[config.mk]
export PLATFORM = sky130hd
export DESIGN_NAME = idecode_fwd_flat
export DESIGN_NICKNAME = d
export VERILOG_FILES = /design/src/rtl/idecode_fwd_pkg.sv /design/src/rtl/idecode_fwd_if.sv /design/src/rtl/idecode_fwd_fwd_mux.sv /design/src/rtl/idecode_fwd.sv /design/src/flat_wrapper.sv
export SDC_FILE = /design/constraint.sdc
export NUM_CORES = 1
export LEC_CHECK = 0
export BUFFER_PORTS_ARGS = -buffer_cell sky130_fd_sc_hd__buf_2
export CAP_MARGIN = 20
export CORE_MARGIN = 2
export CORE_UTILIZATION = 35
export DETAILED_ROUTE_END_ITERATION = 7
export PLACE_DENSITY = 0.59
export SLEW_MARGIN = 20
export SYNTH_ARGS = -nofsm -noshare
export SYNTH_HDL_FRONTEND = slang
export SYNTH_SLANG_ARGS = --single-unit
[constraint.sdc]
create_clock -name clk -period 2.1 [get_ports clk]
set_input_delay 0.105 -clock clk [delete_from_list [all_inputs] [get_ports clk]]
set_output_delay 0.105 -clock clk [all_outputs]
set_load 0.1 [all_outputs]
[src/rtl/idecode_fwd_pkg.sv]
// Shared decode definitions for the idecode_fwd stage.
// Holds the instruction field layout, the opcode and decoded-opcode enums, and
// the common decode helpers decode_ope, expand_imm and wb_required.
// Instruction layout: [31:28] opc | [27:24] rd | [23:20] rs | [19] immf | [18:16] zero | [15:0] imm
package idecode_fwd_pkg;

  localparam int WORD_DEF = 32;
  localparam int ADDR_DEF = 32;
  localparam int W_RD_DEF = 4;
  localparam int W_OPC    = 4;
  localparam int W_DOPC   = 3;
  localparam int W_CC     = 3;
  localparam int W_IMM    = 16;

  localparam int OPC_LSB  = 28;
  localparam int RD_LSB   = 24;
  localparam int RS_LSB   = 20;
  localparam int IMMF_BIT = 19;
  localparam int IMM_LSB  = 0;

  typedef enum logic [W_OPC-1:0] {
    OPC_NOP = 4'd0,
    OPC_ADD = 4'd1,
    OPC_SUB = 4'd2,
    OPC_AND = 4'd3,
    OPC_OR  = 4'd4,
    OPC_LUI = 4'd5,
    OPC_LD  = 4'd6,
    OPC_ST  = 4'd7,
    OPC_BR  = 4'd8
  } opc_e;

  typedef enum logic [W_DOPC-1:0] {
    DOP_NOP = 3'd0,
    DOP_ALU = 3'd1,
    DOP_LUI = 3'd2,
    DOP_LD  = 3'd3,
    DOP_ST  = 3'd4,
    DOP_BR  = 3'd5
  } dopc_e;

  function automatic dopc_e decode_ope(input logic [W_OPC-1:0] opc);
    dopc_e d;
    case (opc)
      OPC_ADD, OPC_SUB, OPC_AND, OPC_OR: d = DOP_ALU;
      OPC_LUI: d = DOP_LUI;
      OPC_LD:  d = DOP_LD;
      OPC_ST:  d = DOP_ST;
      OPC_BR:  d = DOP_BR;
      default: d = DOP_NOP;
    endcase
    return d;
  endfunction

  // LUI places the immediate in the upper half; everything else sign-extends.
  function automatic logic [31:0] expand_imm(input logic [W_OPC-1:0] opc,
                                             input logic [W_IMM-1:0] imm);
    if (opc == OPC_LUI) return {imm, 16'h0000};
    return {{(32-W_IMM){imm[W_IMM-1]}}, imm};
  endfunction

  function automatic logic wb_required(input logic [W_OPC-1:0] opc);
    dopc_e d;
    d = decode_ope(opc);
    return (d == DOP_ALU) || (d == DOP_LUI) || (d == DOP_LD);
  endfunction

endpackage

[src/rtl/idecode_fwd_if.sv]
// Bundle of all IF-side, EX-side, register-file and forwarding signals of the
// decode stage. slave is the decode stage itself; master is its surroundings.
interface idecode_fwd_if #(
  parameter int WORD = 32,
  parameter int ADDR = 32,
  parameter int W_RD = 4,
  parameter int NFWD = 2,
  parameter int CNTW = 16
);
  import idecode_fwd_pkg::*;

  logic                   v_i;
  logic                   stall_o;
  logic [WORD-1:0]        inst_i;
  logic [ADDR-1:0]        origaddr_i;
  logic                   v_o;
  logic                   stall_i;
  logic [WORD-1:0]        src_o;
  logic [WORD-1:0]        dest_o;
  logic                   wb_o;
  logic [W_RD-1:0]        wb_rd_name_o;
  logic [W_DOPC-1:0]      dopc_o;
  logic [W_OPC-1:0]       opc_o;
  logic [ADDR-1:0]        origaddr_o;
  logic [W_CC-1:0]        cc_o;
  logic [ADDR-1:0]        data_addr_o;
  logic                   rd_reserve_o;
  logic [W_RD-1:0]        rd_name_o;
  logic [W_RD-1:0]        rs_name_o;
  logic [WORD-1:0]        rd_data_i;
  logic [WORD-1:0]        rs_data_i;
  logic                   rd_reserved_i;
  logic                   rs_reserved_i;
  logic [NFWD-1:0]        fwd_v_i;
  logic [NFWD*W_RD-1:0]   fwd_name_i;
  logic [NFWD*WORD-1:0]   fwd_data_i;
  logic [CNTW-1:0]        hz_cnt_o;

  modport slave (
    input  v_i, inst_i, origaddr_i, stall_i, rd_data_i, rs_data_i,
           rd_reserved_i, rs_reserved_i, fwd_v_i, fwd_name_i, fwd_data_i,
    output stall_o, v_o, src_o, dest_o, wb_o, wb_rd_name_o, dopc_o, opc_o,
           origaddr_o, cc_o, data_addr_o, rd_reserve_o, rd_name_o, rs_name_o,
           hz_cnt_o
  );

  modport master (
    output v_i, inst_i, origaddr_i, stall_i, rd_data_i, rs_data_i,
           rd_reserved_i, rs_reserved_i, fwd_v_i, fwd_name_i, fwd_data_i,
    input  stall_o, v_o, src_o, dest_o, wb_o, wb_rd_name_o, dopc_o, opc_o,
           origaddr_o, cc_o, data_addr_o, rd_reserve_o, rd_name_o, rs_name_o,
           hz_cnt_o
  );

endinterface

[src/rtl/idecode_fwd_fwd_mux.sv]
// Priority forwarding match for one register name.
// Ports: name (register looked up), fwd_v/fwd_name/fwd_data (flattened
// forwarding ports, port 0 youngest), hit (some port matched), data (value of
// the lowest-index matching port, 0 when no hit).
module idecode_fwd_fwd_mux #(
  parameter int NFWD = 2,
  parameter int WORD = 32,
  parameter int W_RD = 4
) (
  input  logic [W_RD-1:0]      name,
  input  logic [NFWD-1:0]      fwd_v,
  input  logic [NFWD*W_RD-1:0] fwd_name,
  input  logic [NFWD*WORD-1:0] fwd_data,
  output logic                 hit,
  output logic [WORD-1:0]      data
);

  // Scan from the oldest port down so the youngest match is written last.
  always_comb begin
    hit  = 1'b0;
    data = '0;
    for (int k = NFWD - 1; k >= 0; k--) begin
      if (fwd_v[k] && (fwd_name[k*W_RD +: W_RD] == name)) begin
        hit  = 1'b1;
        data = fwd_data[k*WORD +: WORD];
      end
    end
  end

endmodule

[src/rtl/idecode_fwd.sv]
// Decode stage with operand forwarding and a 2-entry output skid buffer.
// Ports: clk, rst (async, active-low), bus (idecode_fwd_if.slave): IF side
// v_i/inst_i/origaddr_i/stall_o, EX side v_o/stall_i and decoded fields,
// register-file read names/data/reserved bits, forwarding ports, hz_cnt_o.
module idecode_fwd
  import idecode_fwd_pkg::*;
#(
  parameter int WORD = 32,
  parameter int ADDR = 32,
  parameter int W_RD = 4,
  parameter int NFWD = 2,
  parameter int CNTW = 16
) (
  input logic        clk,
  input logic        rst,
  idecode_fwd_if.slave bus
);

  typedef struct packed {
    logic [WORD-1:0]   src;
    logic [WORD-1:0]   dest;
    logic              wb;
    logic [W_RD-1:0]   wb_rd_name;
    logic [W_DOPC-1:0] dopc;
    logic [W_OPC-1:0]  opc;
    logic [ADDR-1:0]   origaddr;
    logic [W_CC-1:0]   cc;
    logic [ADDR-1:0]   data_addr;
  } entry_t;

  logic [W_OPC-1:0] opc;
  logic [W_RD-1:0]  rd;
  logic [W_RD-1:0]  rs;
  logic             immf;
  logic [W_IMM-1:0] imm;

  logic             rd_hit, rs_hit;
  logic [WORD-1:0]  rd_fwd, rs_fwd;
  logic [WORD-1:0]  rd_op, rs_op;
  logic             hazard, accept;
  entry_t           nxt, h, s;
  logic             h_v, s_v;
  logic [CNTW-1:0]  hz_cnt;

  assign opc  = bus.inst_i[OPC_LSB +: W_OPC];
  assign rd   = bus.inst_i[RD_LSB +: W_RD];
  assign rs   = bus.inst_i[RS_LSB +: W_RD];
  assign immf = bus.inst_i[IMMF_BIT];
  assign imm  = bus.inst_i[IMM_LSB +: W_IMM];

  assign bus.rd_name_o = rd;
  assign bus.rs_name_o = rs;

  idecode_fwd_fwd_mux #(.NFWD(NFWD), .WORD(WORD), .W_RD(W_RD)) u_fwd_rd (
    .name(rd), .fwd_v(bus.fwd_v_i), .fwd_name(bus.fwd_name_i),
    .fwd_data(bus.fwd_data_i), .hit(rd_hit), .data(rd_fwd)
  );

  idecode_fwd_fwd_mux #(.NFWD(NFWD), .WORD(WORD), .W_RD(W_RD)) u_fwd_rs (
    .name(rs), .fwd_v(bus.fwd_v_i), .fwd_name(bus.fwd_name_i),
    .fwd_data(bus.fwd_data_i), .hit(rs_hit), .data(rs_fwd)
  );

  // A reserved register never uses the register-file value, hit or not.
  assign rd_op = bus.rd_reserved_i ? rd_fwd : bus.rd_data_i;
  assign rs_op = bus.rs_reserved_i ? rs_fwd : bus.rs_data_i;

  assign hazard = (bus.rd_reserved_i & ~rd_hit) |
                  (~immf & bus.rs_reserved_i & ~rs_hit);
  assign accept = bus.v_i & ~s_v & ~hazard;

  always_comb begin
    nxt            = '0;
    nxt.src        = immf ? WORD'(expand_imm(opc, imm)) : rs_op;
    nxt.dest       = rd_op;
    nxt.wb         = wb_required(opc);
    nxt.wb_rd_name = rd;
    nxt.dopc       = decode_ope(opc);
    nxt.opc        = opc;
    nxt.origaddr   = bus.origaddr_i;
    nxt.cc         = rd[W_CC-1:0];
    nxt.data_addr  = rs_op[ADDR-1:0] + {{(ADDR-W_IMM){imm[W_IMM-1]}}, imm};
  end

  // stall_o looks only at S.v and the local hazard, never at stall_i.
  assign bus.stall_o      = bus.v_i & (s_v | hazard);
  assign bus.rd_reserve_o = accept & nxt.wb;

  always_ff @(posedge clk or negedge rst) begin
    if (!rst) begin
      h      <= '0;
      s      <= '0;
      h_v    <= 1'b0;
      s_v    <= 1'b0;
      hz_cnt <= '0;
    end else begin
      if (!bus.stall_i) begin
        if (s_v) begin
          h   <= s;
          h_v <= 1'b1;
          s_v <= 1'b0;
        end else begin
          h   <= nxt;
          h_v <= accept;
        end
      end else if (!h_v) begin
        h   <= nxt;
        h_v <= accept;
      end else if (accept) begin
        s   <= nxt;
        s_v <= 1'b1;
      end

      if (bus.v_i && hazard && !s_v && (hz_cnt != {CNTW{1'b1}}))
        hz_cnt <= hz_cnt + CNTW'(1);
    end
  end

  assign bus.v_o          = h_v;
  assign bus.src_o        = h.src;
  assign bus.dest_o       = h.dest;
  assign bus.wb_o         = h.wb;
  assign bus.wb_rd_name_o = h.wb_rd_name;
  assign bus.dopc_o       = h.dopc;
  assign bus.opc_o        = h.opc;
  assign bus.origaddr_o   = h.origaddr;
  assign bus.cc_o         = h.cc;
  assign bus.data_addr_o  = h.data_addr;
  assign bus.hz_cnt_o     = hz_cnt;

endmodule

[src/flat_wrapper.sv]
// flat-port wrapper written by rule: the top's interface ports become plain ports
module idecode_fwd_flat import idecode_fwd_pkg::*;
#(
  parameter int WORD = 32,
  parameter int ADDR = 32,
  parameter int W_RD = 4,
  parameter int NFWD = 2,
  parameter int CNTW = 16
)
  (clk, rst, bus_v_i, bus_inst_i, bus_origaddr_i, bus_stall_i, bus_rd_data_i, bus_rs_data_i, bus_rd_reserved_i, bus_rs_reserved_i, bus_fwd_v_i, bus_fwd_name_i, bus_fwd_data_i, bus_stall_o, bus_v_o, bus_src_o, bus_dest_o, bus_wb_o, bus_wb_rd_name_o, bus_dopc_o, bus_opc_o, bus_origaddr_o, bus_cc_o, bus_data_addr_o, bus_rd_reserve_o, bus_rd_name_o, bus_rs_name_o, bus_hz_cnt_o);
  idecode_fwd_if #(.WORD(WORD), .ADDR(ADDR), .W_RD(W_RD), .NFWD(NFWD), .CNTW(CNTW)) bus_i ();
  input logic clk;
  input logic rst;
  input wire logic [$bits(bus_i.v_i)-1:0] bus_v_i;
  input wire logic [$bits(bus_i.inst_i)-1:0] bus_inst_i;
  input wire logic [$bits(bus_i.origaddr_i)-1:0] bus_origaddr_i;
  input wire logic [$bits(bus_i.stall_i)-1:0] bus_stall_i;
  input wire logic [$bits(bus_i.rd_data_i)-1:0] bus_rd_data_i;
  input wire logic [$bits(bus_i.rs_data_i)-1:0] bus_rs_data_i;
  input wire logic [$bits(bus_i.rd_reserved_i)-1:0] bus_rd_reserved_i;
  input wire logic [$bits(bus_i.rs_reserved_i)-1:0] bus_rs_reserved_i;
  input wire logic [$bits(bus_i.fwd_v_i)-1:0] bus_fwd_v_i;
  input wire logic [$bits(bus_i.fwd_name_i)-1:0] bus_fwd_name_i;
  input wire logic [$bits(bus_i.fwd_data_i)-1:0] bus_fwd_data_i;
  output wire logic [$bits(bus_i.stall_o)-1:0] bus_stall_o;
  output wire logic [$bits(bus_i.v_o)-1:0] bus_v_o;
  output wire logic [$bits(bus_i.src_o)-1:0] bus_src_o;
  output wire logic [$bits(bus_i.dest_o)-1:0] bus_dest_o;
  output wire logic [$bits(bus_i.wb_o)-1:0] bus_wb_o;
  output wire logic [$bits(bus_i.wb_rd_name_o)-1:0] bus_wb_rd_name_o;
  output wire logic [$bits(bus_i.dopc_o)-1:0] bus_dopc_o;
  output wire logic [$bits(bus_i.opc_o)-1:0] bus_opc_o;
  output wire logic [$bits(bus_i.origaddr_o)-1:0] bus_origaddr_o;
  output wire logic [$bits(bus_i.cc_o)-1:0] bus_cc_o;
  output wire logic [$bits(bus_i.data_addr_o)-1:0] bus_data_addr_o;
  output wire logic [$bits(bus_i.rd_reserve_o)-1:0] bus_rd_reserve_o;
  output wire logic [$bits(bus_i.rd_name_o)-1:0] bus_rd_name_o;
  output wire logic [$bits(bus_i.rs_name_o)-1:0] bus_rs_name_o;
  output wire logic [$bits(bus_i.hz_cnt_o)-1:0] bus_hz_cnt_o;
  assign bus_i.v_i = bus_v_i;
  assign bus_i.inst_i = bus_inst_i;
  assign bus_i.origaddr_i = bus_origaddr_i;
  assign bus_i.stall_i = bus_stall_i;
  assign bus_i.rd_data_i = bus_rd_data_i;
  assign bus_i.rs_data_i = bus_rs_data_i;
  assign bus_i.rd_reserved_i = bus_rd_reserved_i;
  assign bus_i.rs_reserved_i = bus_rs_reserved_i;
  assign bus_i.fwd_v_i = bus_fwd_v_i;
  assign bus_i.fwd_name_i = bus_fwd_name_i;
  assign bus_i.fwd_data_i = bus_fwd_data_i;
  assign bus_stall_o = bus_i.stall_o;
  assign bus_v_o = bus_i.v_o;
  assign bus_src_o = bus_i.src_o;
  assign bus_dest_o = bus_i.dest_o;
  assign bus_wb_o = bus_i.wb_o;
  assign bus_wb_rd_name_o = bus_i.wb_rd_name_o;
  assign bus_dopc_o = bus_i.dopc_o;
  assign bus_opc_o = bus_i.opc_o;
  assign bus_origaddr_o = bus_i.origaddr_o;
  assign bus_cc_o = bus_i.cc_o;
  assign bus_data_addr_o = bus_i.data_addr_o;
  assign bus_rd_reserve_o = bus_i.rd_reserve_o;
  assign bus_rd_name_o = bus_i.rd_name_o;
  assign bus_rs_name_o = bus_i.rs_name_o;
  assign bus_hz_cnt_o = bus_i.hz_cnt_o;
  idecode_fwd #(.WORD(WORD), .ADDR(ADDR), .W_RD(W_RD), .NFWD(NFWD), .CNTW(CNTW)) u_core (.clk(clk), .rst(rst), .bus(bus_i));
endmodule
==> results of run 1 <==
[cells in the mapped netlist (5+ instances only)]
library cell / instances / share of area [%]
nor2_1: 88 / 2.1
buf_12: 6 / 0.77
buf_4: 11 / 0.53
inv_1: 10 / 0.24
and2_1: 7 / 0.28
nand4_1: 15 / 0.60
dfrtp_1: 298 / 48
buf_2: 11 / 0.35
a221oi_1: 17 / 0.95
buf_6: 9 / 0.65
a211oi_1: 19 / 0.91
nand3_1: 20 / 0.64
nor3_1: 7 / 0.22
nand2_1: 269 / 6.5
o22ai_1: 26 / 1.0
xor2_1: 29 / 1.6
o211ai_1: 5 / 0.24
a21o_1: 14 / 0.67
mux2_4: 59 / 5.7
ha_1: 38 / 3.0
a21oi_1: 99 / 3.2
buf_1: 8 / 0.19
and3_1: 7 / 0.28
a22oi_1: 139 / 6.7
o21ai_1: 30 / 0.96
a31oi_1: 26 / 1.0
clkbuf_1: 88 / 2.1
o21ai_0: 178 / 5.7
xnor2_1: 31 / 1.7
o21a_1: 10 / 0.48
nor2b_1: 7 / 0.28
[critical path, cell delays in order]
cell,delay [ps]
buf_2,120
xor2_1,150
nor3_2,220
and3_4,270
nor2_4,40
buf_12,140
buf_8,130
a22oi_2,220
a21oi_2,80
ha_1,320
o211ai_1,210
o211ai_1,180
a221oi_4,330
o211ai_1,280
nand3_1,190
nand2_1,100
xor2_2,160
mux2_4,270
[path summary, 6_finish.rpt]
kind / start / end / slack, ps / depth (start not counted)
max in group asynchronous: rst / u_core.bus.hz_cnt_o[10] / 1240 / 3
hold / removal: bus_fwd_data_i[56] / u_core.s[103] / 30 / 5
min in group asynchronous: rst / u_core.bus.origaddr_o[2] / 110 / 2
hold reg to reg: u_core.s[16] / u_core.s[16] / 480 / 2
setup / recovery: bus_fwd_name_i[3] / u_core.s[21] / -1010 / 18
setup reg to reg: u_core.bus.hz_cnt_o[9] / u_core.bus.hz_cnt_o[15] / 90 / 9
[power breakdown]
group	leakage (nW)	switching (mW)	internal, mW
registers	3.66	0.993	7.36
logic	6.87	7.17	3.04
clock network	0.650	2.61	4.40
[cells by family after synthesis]
logic type	after synthesis	share of synthesized area, %
xor+xnor	60	3.36
compound gates	586	23.2
buf+inv	145	4.96
flops	298	47.6
simple gates	436	11.7
fa+ha+maj	39	3.17
mux	63	5.92
[flip-flops by register name, indices dropped and copies added (netlist names)]
signal,flops
u_core.bus.wb_rd_name_o,2
u_core.s_v,1
u_core.bus.wb_o,1
u_core.bus.hz_cnt_o,16
u_core.bus.src_o,32
u_core.bus.dopc_o,3
u_core.bus.opc_o,4
u_core.bus.cc_o,2
u_core.s,140
u_core.bus.v_o,1
u_core.bus.origaddr_o,32
u_core.bus.data_addr_o,32
u_core.bus.dest_o,32
[final cells by class]
class                           instances  area (um2)  area share [%]
Multi-Input combinational cell       1184        8220            35.2
Tap cell                              592         741            3.18
Sequential cell                       298        7490            32.1
Timing Repair Buffer                  776        5500            23.6
Clock inverter                         18         289            1.24
Inverter                               11        41.3           0.177
Antenna cell                            3        7.51          0.0322
Clock buffer                           47        1050            4.48
[metal layers]
| metal | track usage [%] | vias to the layer above | part of all wire, % |
|---|---|---|---|
| met2 | 41.0 | 584 | 47 |
| met5 | 0 | - | 0.019 |
| li1 | - | 7227 | - |
| met4 | 7.13 | 2 | 2.8 |
| met1 | 33.7 | 7524 | 44 |
| met3 | 4.71 | 107 | 6.2 |
[stage by stage]
stage | hold WS (ps) | setup slack, ps | TNS, ps
after floorplan | -191 | -1070 | -43600
after global placement | 84.3 | -1770 | -136750
after detailed placement | 94.2 | -1870 | -135810
after CTS | 2.03 | -927 | -106100
after global routing | 42.3 | -1100 | -141330
final | 29.3 | -1010 | -122580
[what timing repair did]
item | 4_1_cts | 5_1_grt
cloned | 1 | 0
buffers inserted | 34 | 16
hold buffers | 77 | 0
endpoints found under the hold margin | 434 | 0
pin swaps | 38 | 67
gates resized for setup | 84 | 95
setup endpoints to repair | 63 | 198
==> metrics.cfg, run 1 <==
[logic_synthesis]
syn_inst=1627
synthesis.area_um2=15700
syn_nets=1874
ys_ff_latch=298
synth_edf_count=0
syn_avg_cell_area_um2=9.62
ys_types=63
ys_warn_count=0
synth_ff_type=dfrtp_1
synthArstFlopShare_pct=100
synth-seq-area-share_pct=47.6

[detailed_routing]
drtAntennaViolNets=0
dr.pass1.iters=5
drt-vias-per-instance=5.27
vias=15400
wl_per_cell_um=20.3
drtIter0Drc=1212
drc_errors=0
wirelength_um=59300

[min_path]
worstHoldPathType=in -> reg

[die]
pin_count=378
die_area_um2=46400
dieHeight_um=215
start_util_pct=35.4
rows=77
core_area_um2=44200
die_w_um=215

[cts]
clkLatencyLatePin_ps=550
cts_tree=yes
clock_path_buffers=3
cts_buffers=37
htreeDepth=2
clk_pin_slew_ps=60
clock-root-buffer=clkbuf_16
cts.sinks=298

[cells_and_area]
final_util_pct=52.8
stdcell_count=2929
stdcell_area_um2=23300
final_common_cell=buf_2
drive_above_1_share_pct=41.3
fill_cells=3999
area.growth.synth_to_final_pct=49.1
mostFrequentLayoutCells=363 x buf_2, 290 x buf_4, 284 x dfrtp_1
final_nets=2555

[status]
outcome=finished, violations left
violations=negative setup slack

[pwr]
p_leak_nw=11.2
power.density_nw_per_um2=1100
peakVddDrop_mv=0.646
totalPowerFinal_mw=25.6

[timing]
drv_slew=0
skew_ps=20.3
relSlewSlack_pct=57.0
period_minus_slack_ps=3110
worst_pin_slew_ps=645
finalSetupViolations=191
fin_ws_ps=-1010
fmax_mhz=321
min_period_over_period_pct=148
finalHoldViolCount=0
rsz0062_at_grt=true

[global_route]
antenna_found_initial=2
grt.overflow.total=0
grt_max_degree=65
grt_pass1_wl_um=91000
grtUsageTotal_pct=25.0
grt_pass1_vias=15500

[worst_setup_path]
crit_arrival_ps=3530
cp-end-kind=register
crit_required_ps=2510
setup.worst_path.start_class=input port
crit_fanout=6
critical_path_class=in -> reg

[place]
dp_cells=2741
postPlaceCellArea_um2=20100
portBuffers=374
dpl.hpwl_um=42600
place_congestion=0.969

[flow_run]
maxCapViolCount=0

(Power assumes the default switching activity.)
==> run 2, diff against run 1 <==
- clock period: 2.1 -> 3.8 ns (I/O delays scaled with it)
==> run 2 against run 1 <==
Compared with the run above: routed wire length shrank 6.2%; highest routed layer unchanged; flip-flop and latch count is the same; critical path type unchanged; clock skew shrank 8.0 ps; global-route usage shrank 1.4 points; cell area shrank 12%; the run now ends clean; worst setup slack gained 1200 ps; power shrank 49%; utilization shrank 6.3 points; non-clock buffer count shrank 188; clock power shrank 53%.
==> metrics.cfg, run 2 (same netlist as run 1, synthesis figures left out) <==
[pwr]
totalPowerFinal_mw=13.1  ; was 25.6 mW
power.density_nw_per_um2=637  ; was 1100 nW/um2
p_leak_nw=9.89  ; was 11.2 nW
peakVddDrop_mv=0.303  ; was 0.646 mV

[cts]
cts.sinks=298  ; unchanged
htreeDepth=2  ; unchanged
clk_pin_slew_ps=60  ; about the same
clock-root-buffer=clkbuf_16  ; unchanged
cts_tree=yes  ; unchanged
clock_path_buffers=3  ; unchanged
clkLatencyLatePin_ps=550  ; about the same
cts_buffers=36  ; was 37

[worst_setup_path]
crit_arrival_ps=3980  ; was 3530 ps
crit_fanout=15  ; was 6
critPathSlowestCell=a22oi_1  ; was a221oi_4
crit_required_ps=4200  ; was 2510 ps
crit_chain=buf_2, xor2_1, nor3_1, and3_4, buf_4, buf_4, a22oi_1, a21oi_1, ha_1, nor2b_1, o2111ai_1, a31o_2, a21oi_1, buf_4, nor2b_1, nor2_1, o31ai_1, buf_4, o21ai_0  ; was buf_2, xor2_1, nor3_2, and3_4, nor2_4, buf_12, buf_8, a22oi_2, a21oi_2, ha_1, o211ai_1, o211ai_1, a221oi_4, o211ai_1, nand3_1, nand2_1, xor2_2, mux2_4
setup.worst_path.start_class=input port  ; unchanged
critical_path_class=in -> reg  ; unchanged
cp-end-kind=register  ; unchanged
slowest_delay_ps=370  ; was 330 ps
crit_top_cell=buf_4  ; was o211ai_1
setup.reg_to_reg.worst_slack_ps=1490  ; was 90 ps

[detailed_routing]
wl_per_cell_um=20.3  ; about the same
vias=14500  ; was 15400
dr.pass1.iters=6  ; was 5
wirelength_um=55600  ; was 59300 um
drtAntennaViolNets=0  ; unchanged
drtIter0Drc=1175  ; was 1212
drt-vias-per-instance=5.31  ; was 5.27
drc_errors=0  ; unchanged

[cells_and_area]
max_flop_register=u_core.s  ; unchanged
drive_above_1_share_pct=30.0  ; was 41.3%
area.growth.synth_to_final_pct=31.3  ; was 49.1%
final_common_cell=buf_2  ; unchanged
largest_register_ffs=140  ; unchanged
mostFrequentLayoutCells=373 x buf_2, 298 x dfrtp_1, 267 x nand2_1  ; was 363 x buf_2, 290 x buf_4, 284 x dfrtp_1
fill_cells=4268  ; was 3999
final_nets=2366  ; was 2555

[die]
rows=77  ; unchanged
die_area_um2=46400  ; unchanged
dieHeight_um=215  ; unchanged
die_w_um=215  ; unchanged
start_util_pct=35.4  ; unchanged
core_area_um2=44200  ; unchanged
pin_count=378  ; unchanged

[place]
portBuffers=374  ; unchanged
dpl.hpwl_um=39700  ; was 42600 um
pre_cts_slack_ps=-335  ; was -1870 ps
place_congestion=0.909  ; was 0.969

[timing]
period_minus_slack_ps=3580
rsz0062_at_grt=false  ; was true
skew_ps=12.3  ; was 20.3 ps
worst_pin_slew_ps=835  ; was 645 ps
finalHoldViolCount=0  ; unchanged
finalSetupViolations=0  ; was 191
fin_ws_ps=223  ; was -1010 ps
fmax_mhz=280
relSlewSlack_pct=44.2  ; was 57.0%
min_period_over_period_pct=94.1
drv_slew=0  ; unchanged
holdWs_ps=36.3  ; was 29.3 ps

[global_route]
grt.overflow.total=0  ; unchanged
grtUsageTotal_pct=23.6  ; was 25.0%
grt_max_degree=148  ; was 65
antenna_found_initial=3  ; was 2
grt_pass1_wl_um=85300  ; was 91000 um
grt_pass1_vias=14500  ; was 15500

[flow_run]
maxCapViolCount=0  ; unchanged

[min_path]
worstHoldPathType=in -> reg  ; unchanged

[status]
outcome=finished clean  ; was finished, violations left

[run 2: worst paths after layout]
path / startpoint / endpoint / depth (start not counted)
max in group asynchronous: rst / u_core.s[94] / 3
min in group asynchronous: rst / u_core.bus.hz_cnt_o[10] / 2
setup / recovery: bus_inst_i[23] / u_core.s[22] / 19
setup reg to reg: u_core.bus.hz_cnt_o[5] / u_core.bus.hz_cnt_o[1] / 7
hold / removal: bus_rd_data_i[24] / u_core.s[103] / 3
hold reg to reg: u_core.bus.data_addr_o[13] / u_core.bus.data_addr_o[13] / 2
[run 2: metrics by stage]
step | instances | instance area [um2] | util (%) | TNS, ps
after floorplan | 1627 | 15700 | - | 0
after global placement | 2601 | 18700 | 42.3 | -3420
after CTS | 2735 | 20500 | 46.4 | 0
after global routing | 2737 | 20500 | 46.5 | 0
after detailed placement | 2601 | 18700 | 42.3 | -5910
final | 2738 | 20500 | 46.5 | 0
[run 2: worst max-delay path: cells and delay by family]
kind	cells	cell delay (ps)
compound gates	7	1530
simple gates	5	730
fa+ha+maj	1	340
xor+xnor	1	350
buf+inv	5	830
[run 2: power by group]
part           leakage [nW]  switching (mW)  internal, mW
logic                  5.67            3.79          1.38
registers              3.68           0.546          4.06
clock network         0.545            1.37          1.94
total                  9.89            5.71          7.38
[run 2: routing by layer]
layer | share of wire [%] | global-route usage (%) | vias up
li1 | - | - | 6846
met1 | 44 | 31.3 | 7055
met2 | 46 | 38.1 | 545
met3 | 6.6 | 4.78 | 100
met4 | 3.2 | 8.94 | 2
met5 | 0.023 | 0 | -
[run 2: cell type report]
class | instances | area (um2) | share of cell area [%]
multi-input combinational | 1184 | 7470 | 36.3
sequential | 298 | 7460 | 36.3
timing repair buffer | 588 | 3720 | 18.1
clock buffer | 52 | 1020 | 4.98
tap | 592 | 741 | 3.60
clock inverter | 10 | 88.8 | 0.432
inverter | 11 | 41.3 | 0.201
antenna | 3 | 7.51 | 0.0365
[run 2: what timing repair did]
action | 4_1_cts | 5_1_grt
setup endpoints to repair | 0 | 8
hold buffers | 72 | 0
resized for setup | 0 | 4
endpoints found under the hold margin | 223 | 0
buffers inserted | 0 | 0
